### src/rtl/moving_box_if.sv
// Pixel/control bundle between the VGA driver side and one moving box.
// Carries scan position, frame/serve/collide strobes in, box state out.
// No handshake: strobes are single-cycle pulses, outputs are level/pulse.
interface moving_box_if #(
  parameter int COORD_W = 10
);
  logic [COORD_W-1:0] X_pix;
  logic [COORD_W-1:0] Y_pix;
  logic               frame_tick;
  logic               enable;
  logic               serve;
  logic               collide;
  logic               box;
  logic [COORD_W-1:0] box_x;
  logic [COORD_W-1:0] box_y;
  logic               dir_x;
  logic               dir_y;
  logic               bounce;
  logic               miss_left;
  logic               miss_right;
  logic               active;

  // Driver / top-level side
  modport master (
    output X_pix, Y_pix, frame_tick, enable, serve, collide,
    input  box, box_x, box_y, dir_x, dir_y, bounce, miss_left, miss_right, active
  );

  // Box renderer side
  modport slave (
    input  X_pix, Y_pix, frame_tick, enable, serve, collide,
    output box, box_x, box_y, dir_x, dir_y, bounce, miss_left, miss_right, active
  );
endinterface

### src/rtl/moving_box.sv
// Self-moving box (Pong ball): bounces top/bottom, reverses on paddle hit, parks after a miss.
// Render flag 1 cycle after X_pix/Y_pix; frame updates visible the cycle after frame_tick.
// No backpressure: enable=0 freezes frame updates, every other strobe acts immediately.
module moving_box #(
  parameter int COORD_W     = 10,
  parameter int BOX_W       = 8,
  parameter int BOX_H       = 8,
  parameter int X_MIN       = 2,
  parameter int X_MAX       = 638,
  parameter int Y_MIN       = 2,
  parameter int Y_MAX       = 478,
  parameter int X_START     = 316,
  parameter int Y_START     = 236,
  parameter int STEP_X      = 4,
  parameter int STEP_Y      = 2,
  parameter int HOLD_FRAMES = 60
) (
  input  logic        pixel_clk,
  input  logic        reset,
  moving_box_if.slave bus
);

  typedef enum logic [1:0] {
    IDLE   = 2'd0,
    RUN    = 2'd1,
    SCORED = 2'd2
  } state_t;

  // Two spare bits so edge sums never wrap.
  localparam int EW = COORD_W + 2;
  localparam int HW = $clog2(HOLD_FRAMES + 1);

  state_t             state_q, state_d;
  logic [COORD_W-1:0] box_x_q, box_x_d;
  logic [COORD_W-1:0] box_y_q, box_y_d;
  logic               dir_x_q, dir_x_d;
  logic               dir_y_q, dir_y_d;
  logic               latch_q, latch_d;
  logic [HW-1:0]      hold_q, hold_d;
  logic               bounce_q, bounce_d;
  logic               miss_l_q, miss_l_d;
  logic               miss_r_q, miss_r_d;
  logic               box_q;
  logic               active_c;

  logic               frame_upd;
  logic               dx_eff;
  logic               hit_right, hit_left, hit_bottom, hit_top;
  logic               hold_done;
  logic               in_x, in_y;
  logic [EW-1:0]      x_ext, y_ext, px_ext, py_ext;

  assign frame_upd = bus.frame_tick & bus.enable;
  assign x_ext     = EW'(box_x_q);
  assign y_ext     = EW'(box_y_q);
  assign px_ext    = EW'(bus.X_pix);
  assign py_ext    = EW'(bus.Y_pix);

  // A pending paddle hit flips direction before this frame's x step.
  assign dx_eff     = dir_x_q ^ latch_q;
  assign hit_right  = (x_ext + EW'(STEP_X + BOX_W)) >= EW'(X_MAX);
  assign hit_left   = (x_ext < EW'(X_MIN + STEP_X)) ||
                      ((x_ext - EW'(STEP_X)) == EW'(X_MIN));
  assign hit_bottom = (y_ext + EW'(STEP_Y + BOX_H)) >= EW'(Y_MAX);
  assign hit_top    = y_ext <= EW'(Y_MIN + STEP_Y);
  assign hold_done  = (hold_q == HW'(HOLD_FRAMES - 1));

  assign in_x = (px_ext >= x_ext) && (px_ext < (x_ext + EW'(BOX_W)));
  assign in_y = (py_ext >= y_ext) && (py_ext < (y_ext + EW'(BOX_H)));

  // State register
  always_ff @(posedge pixel_clk) begin
    if (reset) state_q <= IDLE;
    else       state_q <= state_d;
  end

  // Next-state: serve launches, a wall miss scores, hold expiry re-parks
  always_comb begin
    state_d = state_q;
    case (state_q)
      IDLE:    if (bus.serve) state_d = RUN;
      RUN:     if (frame_upd && (dx_eff ? hit_right : hit_left)) state_d = SCORED;
      SCORED:  if (frame_upd && hold_done) state_d = IDLE;
      default: state_d = IDLE;
    endcase
  end

  // State-derived outputs
  always_comb begin
    active_c = (state_q == RUN);
  end

  // Frame-update datapath: position, direction, collide latch, hold count, pulses
  always_comb begin
    box_x_d  = box_x_q;
    box_y_d  = box_y_q;
    dir_x_d  = dir_x_q;
    dir_y_d  = dir_y_q;
    latch_d  = latch_q;
    hold_d   = hold_q;
    bounce_d = 1'b0;
    miss_l_d = 1'b0;
    miss_r_d = 1'b0;
    case (state_q)
      RUN: begin
        if (frame_upd) begin
          dir_x_d = dx_eff;
          latch_d = 1'b0;
          if (dx_eff) begin
            if (hit_right) begin
              box_x_d  = COORD_W'(X_MAX - BOX_W);
              miss_r_d = 1'b1;
            end else begin
              box_x_d = box_x_q + COORD_W'(STEP_X);
            end
          end else begin
            if (hit_left) begin
              box_x_d  = COORD_W'(X_MIN);
              miss_l_d = 1'b1;
            end else begin
              box_x_d = box_x_q - COORD_W'(STEP_X);
            end
          end
          if (dir_y_q) begin
            if (hit_bottom) begin
              box_y_d  = COORD_W'(Y_MAX - BOX_H);
              dir_y_d  = 1'b0;
              bounce_d = 1'b1;
            end else begin
              box_y_d = box_y_q + COORD_W'(STEP_Y);
            end
          end else begin
            if (hit_top) begin
              box_y_d  = COORD_W'(Y_MIN);
              dir_y_d  = 1'b1;
              bounce_d = 1'b1;
            end else begin
              box_y_d = box_y_q - COORD_W'(STEP_Y);
            end
          end
        end
        // A collide seen on the update cycle itself arms the next frame.
        if (bus.collide) latch_d = 1'b1;
      end
      SCORED: begin
        if (frame_upd) begin
          if (hold_done) begin
            // dir_x already points at the side that missed, so it is kept.
            hold_d  = '0;
            box_x_d = COORD_W'(X_START);
            box_y_d = COORD_W'(Y_START);
          end else begin
            hold_d = hold_q + HW'(1);
          end
        end
      end
      default: ;
    endcase
  end

  // Datapath registers
  always_ff @(posedge pixel_clk) begin
    if (reset) begin
      box_x_q  <= COORD_W'(X_START);
      box_y_q  <= COORD_W'(Y_START);
      dir_x_q  <= 1'b1;
      dir_y_q  <= 1'b1;
      latch_q  <= 1'b0;
      hold_q   <= '0;
      bounce_q <= 1'b0;
      miss_l_q <= 1'b0;
      miss_r_q <= 1'b0;
    end else begin
      box_x_q  <= box_x_d;
      box_y_q  <= box_y_d;
      dir_x_q  <= dir_x_d;
      dir_y_q  <= dir_y_d;
      latch_q  <= latch_d;
      hold_q   <= hold_d;
      bounce_q <= bounce_d;
      miss_l_q <= miss_l_d;
      miss_r_q <= miss_r_d;
    end
  end

  // Registered render flag against the current scan position
  always_ff @(posedge pixel_clk) begin
    if (reset) box_q <= 1'b0;
    else       box_q <= in_x && in_y;
  end

  assign bus.box        = box_q;
  assign bus.box_x      = box_x_q;
  assign bus.box_y      = box_y_q;
  assign bus.dir_x      = dir_x_q;
  assign bus.dir_y      = dir_y_q;
  assign bus.bounce     = bounce_q;
  assign bus.miss_left  = miss_l_q;
  assign bus.miss_right = miss_r_q;
  assign bus.active     = active_c;

endmodule

### src/flat_wrapper.sv
// flat-port wrapper written by rule: the top's interface ports become plain ports
module moving_box_flat 
#(
  parameter int COORD_W     = 10,
  parameter int BOX_W       = 8,
  parameter int BOX_H       = 8,
  parameter int X_MIN       = 2,
  parameter int X_MAX       = 638,
  parameter int Y_MIN       = 2,
  parameter int Y_MAX       = 478,
  parameter int X_START     = 316,
  parameter int Y_START     = 236,
  parameter int STEP_X      = 4,
  parameter int STEP_Y      = 2,
  parameter int HOLD_FRAMES = 60
)
  (pixel_clk, reset, bus_X_pix, bus_Y_pix, bus_frame_tick, bus_enable, bus_serve, bus_collide, bus_box, bus_box_x, bus_box_y, bus_dir_x, bus_dir_y, bus_bounce, bus_miss_left, bus_miss_right, bus_active);
  moving_box_if #(.COORD_W(COORD_W)) bus_i ();
  input  logic pixel_clk;
  input  logic reset;
  input wire logic [$bits(bus_i.X_pix)-1:0] bus_X_pix;
  input wire logic [$bits(bus_i.Y_pix)-1:0] bus_Y_pix;
  input wire logic [$bits(bus_i.frame_tick)-1:0] bus_frame_tick;
  input wire logic [$bits(bus_i.enable)-1:0] bus_enable;
  input wire logic [$bits(bus_i.serve)-1:0] bus_serve;
  input wire logic [$bits(bus_i.collide)-1:0] bus_collide;
  output wire logic [$bits(bus_i.box)-1:0] bus_box;
  output wire logic [$bits(bus_i.box_x)-1:0] bus_box_x;
  output wire logic [$bits(bus_i.box_y)-1:0] bus_box_y;
  output wire logic [$bits(bus_i.dir_x)-1:0] bus_dir_x;
  output wire logic [$bits(bus_i.dir_y)-1:0] bus_dir_y;
  output wire logic [$bits(bus_i.bounce)-1:0] bus_bounce;
  output wire logic [$bits(bus_i.miss_left)-1:0] bus_miss_left;
  output wire logic [$bits(bus_i.miss_right)-1:0] bus_miss_right;
  output wire logic [$bits(bus_i.active)-1:0] bus_active;
  assign bus_i.X_pix = bus_X_pix;
  assign bus_i.Y_pix = bus_Y_pix;
  assign bus_i.frame_tick = bus_frame_tick;
  assign bus_i.enable = bus_enable;
  assign bus_i.serve = bus_serve;
  assign bus_i.collide = bus_collide;
  assign bus_box = bus_i.box;
  assign bus_box_x = bus_i.box_x;
  assign bus_box_y = bus_i.box_y;
  assign bus_dir_x = bus_i.dir_x;
  assign bus_dir_y = bus_i.dir_y;
  assign bus_bounce = bus_i.bounce;
  assign bus_miss_left = bus_i.miss_left;
  assign bus_miss_right = bus_i.miss_right;
  assign bus_active = bus_i.active;
  moving_box #(.COORD_W(COORD_W), .BOX_W(BOX_W), .BOX_H(BOX_H), .X_MIN(X_MIN), .X_MAX(X_MAX), .Y_MIN(Y_MIN), .Y_MAX(Y_MAX), .X_START(X_START), .Y_START(Y_START), .STEP_X(STEP_X), .STEP_Y(STEP_Y), .HOLD_FRAMES(HOLD_FRAMES)) u_core (.pixel_clk(pixel_clk), .reset(reset), .bus(bus_i));
endmodule
### config.mk
export PLATFORM = sky130hd
export DESIGN_NAME = moving_box_flat
export DESIGN_NICKNAME = d
export VERILOG_FILES = /design/src/rtl/moving_box_if.sv /design/src/rtl/moving_box.sv /design/src/flat_wrapper.sv
export SDC_FILE = /design/constraint.sdc
export NUM_CORES = 1
export LEC_CHECK = 0
export CORE_ASPECT_RATIO = 1.1
export CORE_UTILIZATION = 50
export CTS_BUF_LIST = sky130_fd_sc_hd__clkbuf_8
export CTS_CLUSTER_SIZE = 14
export DETAILED_ROUTE_END_ITERATION = 8
export PLACE_DENSITY = 0.87
export SYNTH_ARGS = -nofsm -noshare
export SYNTH_HDL_FRONTEND = slang
export SYNTH_SLANG_ARGS = --single-unit
### constraint.sdc
create_clock -name pixel_clk -period 3.2 [get_ports pixel_clk]
set_clock_uncertainty 0.2 [all_clocks]
set_input_delay 0.64 -clock pixel_clk [delete_from_list [all_inputs] [get_ports pixel_clk]]
set_output_delay 0.64 -clock pixel_clk [all_outputs]
set_load 0.05 [all_outputs]
# Word-level counts from Yosys, hierarchy flattened
# Index checks and enable logic that the tools add are counted.
# word_totals
word_cells	90
out_inout_bits	27
reg_bits	35
# classes
n_addsub	10
reduce_logical	17
order_cmp	8
n_bitwise	5
muxes	29
eq_ne	10
# ops
cell	count
10-bit 2-to-1 mux	12
10-bit by 4-bit adder with 11-bit output (second input constant)	4
10-bit one-hot mux with 2 select lines	2
10-bit by 12-bit less-than comparator with 1-bit output	2
10-bit >= comparator	2
12-bit by 2-bit == test with 1-bit output (second input constant)	1
12-bit by 10-bit >= comparator with 1-bit output (second input constant)	1
12-bit by 9-bit >= comparator with 1-bit output (second input constant)	1
10-bit by 3-bit subtractor with 11-bit output (second input constant)	1
10-bit by 2-bit adder with 10-bit output (second input constant)	1
10-bit by 3-bit adder with 10-bit output (second input constant)	1
10-bit by 3-bit less-or-equal comparator with 1-bit output (second input constant)	1
10-bit by 3-bit less-than comparator with 1-bit output (second input constant)	1
1-bit 2-to-1 mux	10
2-bit by 1-bit != test with 1-bit output (second input constant)	5
10-bit by 2-bit subtractor with 10-bit output (second input constant)	1
10-bit by 3-bit subtractor with 10-bit output (second input constant)	1
4-bit OR reduction	2
6-bit by 1-bit adder with 6-bit output (second input constant)	1
6-bit == test (second input constant)	1
2-bit 2-to-1 mux	3
6-bit 2-to-1 mux	1
2-bit one-hot mux with 3 select lines	1
2-bit AND reduction	3
other kinds (13)	20

# Logic depth before layout (Yosys ltp)
# logic_depth
word_depth	7
depth_mapped	12
mapped_depth_nobuf	10

# Worst setup path after synthesis
# Ideal clock, no wire load.
# synth_path
kind	register to register
from	register u_core.box_x_q[5], in the netlist u_core.bus.box_x[5]
to	register u_core.box_q, in the netlist u_core.bus.box
required_ns	2.908
stages_incl_launch_ff	13
t_arrival_ns	2.593
setup_time_ns	0.092
n_path_buf	2
path_slack_ns	0.315
cell_sequence	dfxtp_1 -> clkbuf_2 -> clkbuf_1 -> nand3_1 -> nor2_1 -> xnor2_1 -> ha_1 -> a21o_1 -> a21oi_1 -> nor2_1 -> nor3_1 -> o41ai_1 -> nor4_1
# synth_via
elab_chain_len	4
elab_cells_between_ends	5
cone_classes	add/sub (1); order compare (2); reduce/logical (2)
# synth_lines
element	line	text
start, declared	moving_box.sv:34	logic [COORD_W-1:0] box_x_q, box_x_d;
start signal, assigned	moving_box.sv:164	box_x_q <= COORD_W'(X_START);
start signal, assigned	moving_box.sv:174	box_x_q <= box_x_d;
10-bit by 4-bit adder with 11-bit output	moving_box.sv:68	assign in_x = (px_ext >= x_ext) && (px_ext < (x_ext + EW'(BOX_W)));
10-bit by 12-bit less-than comparator with 1-bit output	moving_box.sv:68	
1-bit logical AND (*)	moving_box.sv:68	
1-bit logical AND (*)	moving_box.sv:189	else box_q <= in_x && in_y;
end signal, assigned	moving_box.sv:189	
end, declared	moving_box.sv:43	logic box_q;
# Every way passes the cells marked *; elsewhere a longest branch is shown, timed or not.
# A chain may end at the register's enable or synchronous reset.

# Final worst setup path
# layout_path
from	register u_core.box_y_q[1], in the netlist u_core.bus.box_y[1]
to	register u_core.dir_y_q, in the netlist u_core.bus.dir_y
# layout_via
elab_chain_len	4
elab_cells_between_ends	6
cone_classes	add/sub (1); order compare (2); mux (3)
# layout_lines
element	line	text
start, declared	moving_box.sv:35	logic [COORD_W-1:0] box_y_q, box_y_d;
start signal, assigned	moving_box.sv:165	box_y_q <= COORD_W'(Y_START);
start signal, assigned	moving_box.sv:175	box_y_q <= box_y_d;
10-bit by 4-bit adder with 11-bit output	moving_box.sv:64	assign hit_bottom = (y_ext + EW'(STEP_Y + BOX_H)) >= EW'(Y_MAX);
12-bit by 9-bit >= comparator with 1-bit output	moving_box.sv:64	
1-bit 2-to-1 mux	moving_box.sv:125	if (hit_bottom) begin
1-bit 2-to-1 mux (*)	moving_box.sv:124	if (dir_y_q) begin
end signal, assigned	moving_box.sv:177	dir_y_q <= dir_y_d;
end, declared	moving_box.sv:37	logic dir_y_q, dir_y_d;
# Marked as above.

==> flow_metrics.env <==
export IMPL_cp_arrival_ps=2790
export IMPL_slowest_delay_ps=480
export IMPL_top_layer="met4"
export IMPL_wl_met2_mm=4.159
export IMPL_layout_drive_gt1_share=0.08190
export IMPL_synth_cell_types=77
export IMPL_end_kind="flop"
export IMPL_drv_cap=0
export IMPL_clk_pin_slew_worst_paths_ps=70
export IMPL_start_kind="flop"
export IMPL_fin_ws_ps=384.6
export IMPL_relSlewSlack=0.5635
export IMPL_routed_wl_mm=8.581
export IMPL_hpwl_mm=6.475
export IMPL_via_count=3326
export IMPL_crit_fanout=9
export IMPL_die_w_um=79.76
export IMPL_vias_per_cell=6.114
export IMPL_power_density_nw_per_um2=275.3
export IMPL_cts_post_setup_buffers_inserted=0
export IMPL_async_flop_share=0
export IMPL_synth_edf_count=0
export IMPL_synth_seq_cells=33
export IMPL_finalNonFillerCells=544
export IMPL_status="complete, no violations"
export IMPL_grt_first_pass_wirelength_mm=14.59
export IMPL_synth_area_per_cell_um2=8.033
export IMPL_worstHoldPathType="flop to flop"
export IMPL_setup_viol_count_final=0
export IMPL_crit_slowest_cell="o32ai_4"
export IMPL_synthesis_area_um2=3326
export IMPL_gp_congestion=0.9159
export IMPL_fin_setup_tns_ps=0
export IMPL_worst_pin_slew_ps=650.1
export IMPL_worstPathRequired_ps=3170
export IMPL_final_nets=534
export IMPL_clkLatencyLatePin_ps=290
export IMPL_finalMaxSlewViolations=0
export IMPL_yosysWarnings=0
export IMPL_pin_count=53
export IMPL_timing_hold_ws_ps=290.8
export IMPL_ant_nets=0
export IMPL_port_buffers=48
export IMPL_ys_seq_area_frac=0.1986
export IMPL_core_area_um2=6306
export IMPL_ctsResizeCount=0
export IMPL_dieArea_um2=6982
export IMPL_hold_viol_final=0
export IMPL_grt_overflow_total=0
export IMPL_rows=30
export IMPL_grt_use_total=0.2604
export IMPL_htreeDepth=2
export IMPL_path_cells="ha_1 -> a21oi_1 -> a2111oi_0 -> a311oi_1 -> o32ai_4 -> a31oi_1 -> or2_2"
export IMPL_worstSetupPathType="flop to flop"
export IMPL_dr_pass1_iters=5
export IMPL_dr_wl_met3_um=526
export IMPL_dp_cells=536
export IMPL_postSynthCellCount=414
export IMPL_ctsHoldBuffers=0
export IMPL_grt_pass1_vias=3192
export IMPL_grt_max_degree=16
export IMPL_wl_met1_mm=3.786
export IMPL_post_place_ws_ps=272.3
export IMPL_start_util=0.5274
export IMPL_numCtsBuffers=5
export IMPL_period_needed_ps=2815
export IMPL_clock_sinks=33
export IMPL_dieHeight_um=87.54
export IMPL_synthToLayoutAreaGrowth_pct=20.05
export IMPL_fin_crit_sh=0.8798
export IMPL_antenna_found_initial=0
export IMPL_drc_errors=0
export IMPL_ir_worst_vdd_uv=266.6
export IMPL_cts_tree="yes"
export IMPL_wire_per_inst_um=15.77
export IMPL_ys_flop_type="dfxtp_1"
export IMPL_antenna_cells=0
export IMPL_grt_setup_unrepaired="no"
export IMPL_clockRootBuffer="clkbuf_8"
export IMPL_max_clock_freq_mhz=355.2
export IMPL_cts_buffer_depth=2
export IMPL_power_leakage_nw=1.643
export IMPL_drtIter0Drc=338
## kinds of logic after synthesis
group | after synthesis | share of synthesized area
mux | 1 | 0.003010
xor+xnor | 31 | 0.08164
flops | 33 | 0.1986
other cells | 1 | 0.001128
buf+inv | 48 | 0.07336
compound gates | 121 | 0.2600
simple gates | 134 | 0.2129
fa+ha+maj | 45 | 0.1693
## worst max-delay path, delay by kind of cell, from the launching register on
kind | cells | cell delay (ps)
flops | 1 | 460
compound gates | 5 | 1370
simple gates | 1 | 290
fa+ha+maj | 1 | 370
## cells in the mapped netlist, drive strengths merged, types with 4 or more instances
master | n | share of area
nand2 | 22 | 0.025
nor3 | 10 | 0.015
nand3 | 11 | 0.017
nand3b | 4 | 0.0090
nand4 | 8 | 0.015
o32ai | 4 | 0.016
buf | 10 | 0.018
xor2 | 6 | 0.016
a21oi | 32 | 0.049
nand2b | 5 | 0.0094
o21ai | 18 | 0.027
inv | 23 | 0.026
a21boi | 4 | 0.0090
dfxtp | 33 | 0.20
nor2 | 40 | 0.046
nor4 | 8 | 0.020
or3 | 5 | 0.0094
clkbuf | 11 | 0.022
xnor2 | 25 | 0.066
a21o | 9 | 0.021
a31oi | 5 | 0.0094
o22ai | 5 | 0.0094
a211oi | 4 | 0.0090
ha | 45 | 0.17
## per-stage QoR
| step | instance area (um2) | total power, mW | utilization |
|---|---|---|---|
| after global routing | 3993 | 1.146 | 0.6331 |
| after detailed placement | 3876 | 0.6945 | 0.6147 |
| final | 3993 | 1.099 | 0.6331 |
| after global placement | 3876 | 0.6872 | 0.6147 |
| after CTS | 3993 | 1.100 | 0.6331 |
| after floorplan | 3329 | 0.6050 | - |
## report_power, final
part | switching [mW] | internal [mW] | leakage, nW
combinational | 0.145 | 0.117 | 1.31
sequential | 0.0103 | 0.418 | 0.267
clock | 0.158 | 0.251 | 0.0626
## routing by layer
metal  up-vias  global-route usage
met4         0             0.07468
li1       1632                   -
met1      1535              0.3350
met2       145              0.4499
met3        14             0.04063
met5         -                   0
## final timing paths
check | startpoint | to | slack (ps) | cells after the start
setup / recovery | u_core.bus.box_y[1] | u_core.bus.dir_y | 380 | 7
setup reg to reg | u_core.bus.box_y[1] | u_core.bus.dir_y | 380 | 7
hold reg to reg | u_core.hold_q[5] | u_core.hold_q[5] | 290 | 2
hold / removal | u_core.hold_q[5] | u_core.hold_q[5] | 290 | 2
## flip-flops by register name, summed over array words and instances (netlist names), 2 cells and up
signal            flops
u_core.bus.box_x      9
u_core.bus.box_y      9
u_core.hold_q         6
u_core.state_q        2
## layout by cell type, fill, tap and decap left out, drive strengths merged, types with 6 or more instances in the layout
cell | netlist | layout
ha | 45 | 45
o21ai | 18 | 18
dfxtp | 33 | 33
xnor2 | 25 | 25
clkbuf | 11 | 6
xor2 | 6 | 6
nand3 | 11 | 11
clkdlybuf4s50 | 0 | 48
buf | 10 | 15
nor4 | 8 | 8
nor3 | 10 | 10
a21o | 9 | 9
nand2 | 22 | 22
nand4 | 8 | 8
nor2 | 40 | 40
a21oi | 32 | 32
inv | 23 | 24
## area by class of cell
| type | instances | area [um2] |
|---|---|---|
| Timing Repair Buffer | 63 | 593.1 |
| Inverter | 26 | 97.59 |
| Clock inverter | 2 | 33.78 |
| Sequential cell | 33 | 660.6 |
| Fill cell | 549 | 2313 |
| Tap cell | 80 | 100.1 |
| Multi-Input combinational cell | 334 | 2425 |
| Clock buffer | 6 | 82.58 |
Power figures use the tool's default switching activity.
